File: src/rtl/char_cmd_writer_pkg.sv
// char_cmd_writer_pkg: shared text-path constants, opcodes and sequencer state type.
package char_cmd_writer_pkg;
    localparam int CHAR_W_DEF = 6;
    localparam int COLS_DEF = 16;
    localparam logic [CHAR_W_DEF-1:0] BLANK_CHAR_DEF = 6'h3F;
    localparam logic [1:0] OP_PUTC = 2'b00;
    localparam logic [1:0] OP_SETCUR = 2'b01;
    localparam logic [1:0] OP_FILL = 2'b10;
    localparam logic [1:0] OP_CLEAR = 2'b11;
    typedef enum logic [1:0] {S_IDLE, S_WRITE, S_BURST} state_e;
endpackage

File: src/rtl/char_cmd_writer.sv
// char_cmd_writer: decodes command bytes into row-buffer write strobes with cursor and fill/clear bursts.
// Define CHAR_CMD_WRITER_VBLANK_EN to add a vblank input that gates every write.
module char_cmd_writer
    import char_cmd_writer_pkg::*;
#(
    parameter int COLS = COLS_DEF,
    parameter int CHAR_W = CHAR_W_DEF,
    parameter logic [CHAR_W-1:0] BLANK_CHAR = BLANK_CHAR_DEF,
    localparam int AW = $clog2(COLS)
) (
    input  logic              clk,
    input  logic              rst_n,
`ifdef CHAR_CMD_WRITER_VBLANK_EN
    input  logic              vblank,
`endif
    input  logic [7:0]        cmd_byte,
    input  logic              cmd_valid,
    output logic              cmd_ready,
    output logic              wr_en,
    output logic [AW-1:0]     wr_addr,
    output logic [CHAR_W-1:0] wr_char,
    output logic [AW-1:0]     cursor,
    output logic              busy
);
    state_e state_q, state_d;
    logic ready_q, ready_d, wr_en_q, wr_en_d, busy_q, busy_d, issue, go;
    logic [AW-1:0] addr_q, addr_d, cursor_q, cursor_d, cnt_q, cnt_d;
    logic [CHAR_W-1:0] char_q, char_d, pend_q, pend_d;
    logic [1:0] op;
`ifdef CHAR_CMD_WRITER_VBLANK_EN
    assign go = vblank;
`else
    assign go = 1'b1;
`endif
    assign op = cmd_byte[7:6];
    // cnt_q is the next column to write and pend_q the pending code, so a stalled write holds wr_addr/wr_char
    always_comb begin
        state_d = state_q;
        ready_d = ready_q;
        wr_en_d = 1'b0;
        busy_d = busy_q;
        addr_d = addr_q;
        char_d = char_q;
        cursor_d = cursor_q;
        cnt_d = cnt_q;
        pend_d = pend_q;
        issue = 1'b0;
        unique case (state_q)
            S_IDLE: begin
                ready_d = 1'b1;
                if (cmd_valid && ready_q) begin
                    if (op == OP_SETCUR) begin
                        cursor_d = cmd_byte[AW-1:0];
                    end else begin
                        ready_d = 1'b0;
                        busy_d = op != OP_PUTC;
                        state_d = op == OP_PUTC ? S_WRITE : S_BURST;
                        pend_d = op == OP_CLEAR ? BLANK_CHAR : CHAR_W'(cmd_byte[5:0]);
                        cnt_d = op == OP_PUTC ? cursor_q : '0;
                        cursor_d = op == OP_PUTC ? cursor_q + AW'(1) : cursor_q;
                        issue = go;
                    end
                end
            end
            S_WRITE: begin
                if (wr_en_q) begin
                    state_d = S_IDLE;
                    ready_d = 1'b1;
                end else begin
                    issue = go;
                end
            end
            S_BURST: begin
                if (wr_en_q && addr_q == AW'(COLS - 1)) begin
                    state_d = S_IDLE;
                    ready_d = 1'b1;
                    busy_d = 1'b0;
                    cursor_d = '0;
                end else begin
                    issue = go;
                end
            end
            default: state_d = S_IDLE;
        endcase
        if (issue) begin
            wr_en_d = 1'b1;
            addr_d = cnt_d;
            char_d = pend_d;
            cnt_d = cnt_d + AW'(1);
        end
    end
    always_ff @(posedge clk) begin
        if (!rst_n) begin
            state_q <= S_IDLE;
            ready_q <= 1'b0;
            wr_en_q <= 1'b0;
            busy_q <= 1'b0;
            addr_q <= '0;
            char_q <= '0;
            cursor_q <= '0;
            cnt_q <= '0;
            pend_q <= '0;
        end else begin
            state_q <= state_d;
            ready_q <= ready_d;
            wr_en_q <= wr_en_d;
            busy_q <= busy_d;
            addr_q <= addr_d;
            char_q <= char_d;
            cursor_q <= cursor_d;
            cnt_q <= cnt_d;
            pend_q <= pend_d;
        end
    end
    assign cmd_ready = ready_q;
    assign wr_en = wr_en_q;
    assign wr_addr = addr_q;
    assign wr_char = char_q;
    assign cursor = cursor_q;
    assign busy = busy_q;
endmodule
File: config.mk
export PLATFORM = sky130hd
export DESIGN_NAME = char_cmd_writer
export DESIGN_NICKNAME = d
export VERILOG_FILES = /design/src/rtl/char_cmd_writer_pkg.sv /design/src/rtl/char_cmd_writer.sv
export SDC_FILE = /design/constraint.sdc
export NUM_CORES = 1
export LEC_CHECK = 0
export CORE_AREA = 2 2 56 58
export CTS_CLUSTER_SIZE = 12
export DETAILED_ROUTE_END_ITERATION = 8
export DIE_AREA = 0 0 58 60
export DONT_BUFFER_PORTS = 1
export HOLD_SLACK_MARGIN = 0.12
export PLACE_DENSITY = 0.73
export SKIP_CTS_REPAIR_TIMING = 1
export SYNTH_ARGS = -nofsm -noshare
export SYNTH_HDL_FRONTEND = slang
export SYNTH_SLANG_ARGS = --single-unit
File: constraint.sdc
create_clock -name clk -period 3.91 [get_ports clk]
set_input_delay 0.782 -clock clk [delete_from_list [all_inputs] [get_ports clk]]
set_output_delay 0.782 -clock clk [all_outputs]
set_load 0.02 [all_outputs]
After elaboration in Yosys (flattened, before gate mapping):

Cells that the tools add are included.
Widths: inputs -> output; s select.

* register bits: 29
* input port bits: 11
* output and inout port bits: 17

* add/sub/neg operators: 2
* eq/ne operators: 10
* multiplexer cells: 35
* reduce and logical (&&, ||, !) cells: 11

Operators with widths (number)
* $mux 4: 9
* $mux 6: 4
* $mux 1: 12
* $reduce_and 4->1: 3
* $mux 2: 5
* $add 4x1->4 const B: 2
* $ne 2x2->1 const B: 4
* $pmux 4 s2: 1
* $pmux 1 s3: 2
* $pmux 2 s3: 1
* $eq 2x1->1 const B: 2
* $eq 2x2->1 const B: 2
* $eq 4x4->1 const B: 1
* $logic_not 2->1: 2
* $reduce_bool 2->1: 2
* $ne 3x3->1 const B: 1
* $reduce_and 3->1: 1
* $reduce_bool 3->1: 1
* $logic_and 1x1->1: 2
* $pmux 1 s2: 1

Longest topological paths before layout:

* word-level depth: 7
* depth in mapped cells: 10

Worst setup path before layout:

Ideal clock, no wire load.

* path kind: input -> register
* start: input port cmd_byte[6]
* end: register cnt_q[1]
* setup time: 0.130 ns
* arrival: 1.828 ns
* required time: 3.780 ns
* setup slack: 1.951 ns
* stages: 7
* path buffers: 1
* cells stage by stage: and4b_1 > buf_2 > nand2_1 > o21ai_2 > ha_1 > mux2i_1 > nor2_1

* longest elaborated chain between the ends: 7
* elaborated cells on any way between the ends: 11
* those cells by class: add/sub (1); eq/ne (1); mux (8); reduce/logical (1)

RTL lines
* start: declaration: RTL line char_cmd_writer.sv:16 `input logic [7:0] cmd_byte,`
* $logic_not 2->1: RTL line char_cmd_writer.sv:59 `cnt_d = op == OP_PUTC ? cursor_q : '0;`
* $mux 4: RTL line char_cmd_writer.sv:59
* $mux 4: RTL line char_cmd_writer.sv:52 `if (op == OP_SETCUR) begin`
* $mux 4: RTL line char_cmd_writer.sv:51 `if (cmd_valid && ready_q) begin`
* $mux 4: RTL line char_cmd_writer.sv:48 `unique case (state_q)`
* $add 4x1->4: RTL line char_cmd_writer.sv:89 `cnt_d = cnt_d + AW'(1);`
* $mux 4 (*): RTL line char_cmd_writer.sv:85 `if (issue) begin`
* end signal: assignment: RTL line char_cmd_writer.sv:111 `cnt_q <= cnt_d;`
* end: declaration: RTL line char_cmd_writer.sv:27 `logic [AW-1:0] addr_q, addr_d, cursor_q, cursor_d, cnt_q, cnt_d;`

Mark *: on every way between the ends. The rest lies on a longest branch, timed or not.
A chain may end at the register's enable or synchronous reset.

Worst setup path after layout:

* start: register state_q[1]
* end: register addr_q[2], in the netlist wr_addr[2]

* longest elaborated chain between the ends: 2
* elaborated cells on any way between the ends: 5
* those cells by class: eq/ne (2); mux (2); reduce/logical (1)

RTL lines
* start: declaration: RTL line char_cmd_writer.sv:25 `state_e state_q, state_d;`
* start signal: assignment: RTL line char_cmd_writer.sv:104 `state_q <= state_d;`
* $eq 2x2->1, or another cell as far along: RTL line char_cmd_writer.sv:48
* $pmux 1 s3 / $mux 4 (equally long branches): RTL line char_cmd_writer.sv:48
* end signal: assignment: RTL line char_cmd_writer.sv:108 `addr_q <= addr_d;`
* end: declaration: RTL line char_cmd_writer.sv:27

Several ways; a longest one is shown, not always the timed one.

==> run metrics <==
RSZ-0062 raised after global routing=no; net switching power=approximately 0.2 mW; Yosys top cell by area=dfxtp_1; setup total negative slack=0 ns; final period utilization=0.554; clock skew after layout=approximately 0.015 ns; Worst Tran Pin Value=between 0.7 and 0.8 ns; Post-DRT Antenna Nets=0; critical path class=reg2reg; pwr/cell area=roughly 430 mW/mm^2; slew margin rel.=0.492; placed insts=roughly 190; WHS Endpoint=pend_q[3]; PortBufs=0; die boundary width=58 um; overall die area=approximately 0.0035 sq mm; Max FO, Critical Path=17; Worst Path Arrival=2.34 ns; FMAX=between 0.4 and 0.5 GHz; Rows=20; clock sink total=29; Max Slew Vio Count=0; clock share of power=0.312; Area growth syn-to-layout=4.76%; Fin Hold WS=0.544 ns; sequential power share=0.518; vias in the first global route=approximately 1.2k; vias=1,216; register area share after synthesis=0.388; synthesized instance count=~160; Total Routing Usage GR=0.213; CP startpoint kind=flop; CP top delay family=compound AO/OA/AOI/OAI gates; Internal Power=roughly 0.47 mW; DRC viols=0; Worst Path Buf+Inv=1; #FFs+latches synth=29; CTS buffer count=5; initial antenna violation count=0; prevailing post-synth register cell=dfxtp_1; # setup viols final=0; status=complete, no violations; mapped cell area=around 0.0015 sq mm; WL/cell=between 15 and 20 um; final worst slack=between 1.5 and 2 ns; diode count=0; first-pass GRT wire length=approximately 5.5 mm; CTS root buffer=clkbuf_4; Synth area leaders=dfxtp_1 39%, mux2i_1 6.7%, ha_1 5.0%; CP Cell Sequence=inv_1, ha_1, and3_1, nand2_2, a21oi_4, mux2i_1, nor2_1; TritonCTS clock tree=built; Iter 0 DRT Violations=46; Hold Violations, Final=0; CORE AREA=0.00290 sq mm; routability cong.=0.910; clock-pin slew on the worst setup and hold paths=0.09 ns; minimum clock period=roughly 2.2 ns; synth unique cells=between 50 and 60; Crit path largest cell delay=roughly 0.50 ns; Synth top area share=0.388; Max VDD drop=~0.27 mV; Congestion Overflow GR=0; CP required=a little over 4 ns; clk_lat worst skew=approximately 0.33 ns; Synth Net Count=~180; syn_area_per_cell=9.48 sq um; # Max-Cap Violations=0; drt first pass iters=4; R2R cell count=7; number of flops mapped to enable cells by yosys=0; CP max stage cell=a21oi_4; nets@finish=approximately 180; Finished Layout Cells=approximately 190; DR vias/cell=6.30; Worst R2R Setup Slack=~1.7 ns; largest net degree at the start of global routing=23; H-tree levels=2; logic gate share of total power=0.170; Sw Share=0.300; min-delay src=pend_q[3]; Clock Tree Buf Depth=2; WHS Path Cells=2; Crit Reg-Reg Endpoint=wr_addr[2]; async set-reset flop share out of synthesis=0; Ys Warns=0; pre-CTS WS=1.75 ns; Critical Path End Type=flop; Detailed Place HPWL=2.44 mm; die height=60 um; Tightest Hold Check Type=reg2reg; layout cells sized above 1=0.169; I/O pins=28; P_leak=around 0.57 nW; routed wire length=between 3 and 4 mm; RR Startpoint=state_q[1]; Initial Utilization=0.516
==> metrics by stage <==
step                utilization  power, mW  instance area [sq um]
global route              0.541      0.699                   1570
CTS                       0.541      0.677                   1570
floorplan                     -      0.453                   1500
global placement          0.516      0.463                   1500
detailed placement        0.516      0.468                   1500
finish                    0.541      0.669                   1570
==> registers in the layout (all words and copies together) (netlist names) <==
register	flops
cmd_ready	1
cursor	4
wr_en	1
wr_char	6
cnt_q	4
pend_q	6
busy	1
state_q	2
wr_addr	4
==> final cells by class <==
cell class              count  area, sq um
clock buffers               7         65.1
fillers                   268         1330
inverters                   5         18.8
flip-flops and latches     29          581
well taps                  33         41.3
multi-input cells         118          858
clock inverters             1         5.00
==> power groups by stage <==
stage          registers (mW)  clock network [mW]  logic, mW
6_report                0.346               0.209      0.114
5_1_grt                 0.349               0.223      0.127
4_1_cts                 0.347               0.215      0.115
3_5_place_dp            0.354                   0      0.114
3_3_place_gp            0.353                   0      0.111
2_1_floorplan           0.349                   0      0.104
==> placed cells by master, fill, tap and decap left out, types with 3 or more instances in the layout <==
master / synthesis / final
a21oi_1: 6 / 6
a22oi_1: 4 / 4
and2_1: 6 / 6
and3_1: 3 / 3
clkbuf_4: 0 / 5
dfxtp_1: 29 / 29
ha_1: 6 / 6
inv_1: 5 / 5
mux2i_1: 10 / 10
nand2_1: 9 / 9
nor2_1: 18 / 18
nor2_2: 3 / 3
o21ai_0: 5 / 5
o21ai_1: 3 / 3
o22a_1: 5 / 5
==> cell families after synthesis <==
| family | count (synthesis) | synth area share |
|---|---|---|
| AND/OR/NAND/NOR | 57 | 0.205 |
| adder cells (fa/ha/maj) | 6 | 0.0501 |
| AO/OA/AOI/OAI | 43 | 0.240 |
| XOR/XNOR | 2 | 0.0117 |
| multiplexers | 10 | 0.0668 |
| flip-flops | 29 | 0.388 |
| buffers and inverters | 11 | 0.0393 |
==> worst max path at each step <==
| stage | to | startpoint | slack (ns) | depth (start not counted) |
|---|---|---|---|---|
| after floorplan | cnt_q[1] | cmd_byte[6] | 1.95 | 7 |
| after global placement | cnt_q[1] | cmd_byte[6] | 1.79 | 6 |
| after detailed placement | wr_addr[2] | state_q[1] | 1.75 | 7 |
| after CTS | wr_addr[2] | state_q[1] | 1.73 | 7 |
| after global routing | wr_addr[2] | state_q[0] | 1.56 | 7 |
| final | wr_addr[2] | state_q[1] | 1.75 | 7 |
==> synthesized netlist by cell type (2+ instances only) <==
master and number:
mux2i_1 10, buf_2 2, nand4_1 2, nand2_1 9, o21ai_0 5, dfxtp_1 29, a311oi_1 2, and3_1 3
nand2_2 2, nand2b_1 2, clkbuf_1 2, a21oi_1 6, o22a_1 5, nor2_2 3, or3_1 2, a22oi_1 4
ha_1 6, nor3_1 2, nor2_1 18, and2_1 6, o21ai_1 3, o22ai_2 2, inv_1 5
==> worst min-delay path: stages (launching register included) <==
cell     delay, ns
dfxtp_1       0.35
o22ai_1       0.08
nor2_1        0.09
==> per-layer routing <==
layer  up-vias  share of wire  track usage
met2        40           0.50        0.339
li1        585              -            -
met5         -              0            0
met4         0          0.022        0.116
met1       582           0.41        0.237
met3         9          0.075       0.0974
(Power assumes the default switching activity.)
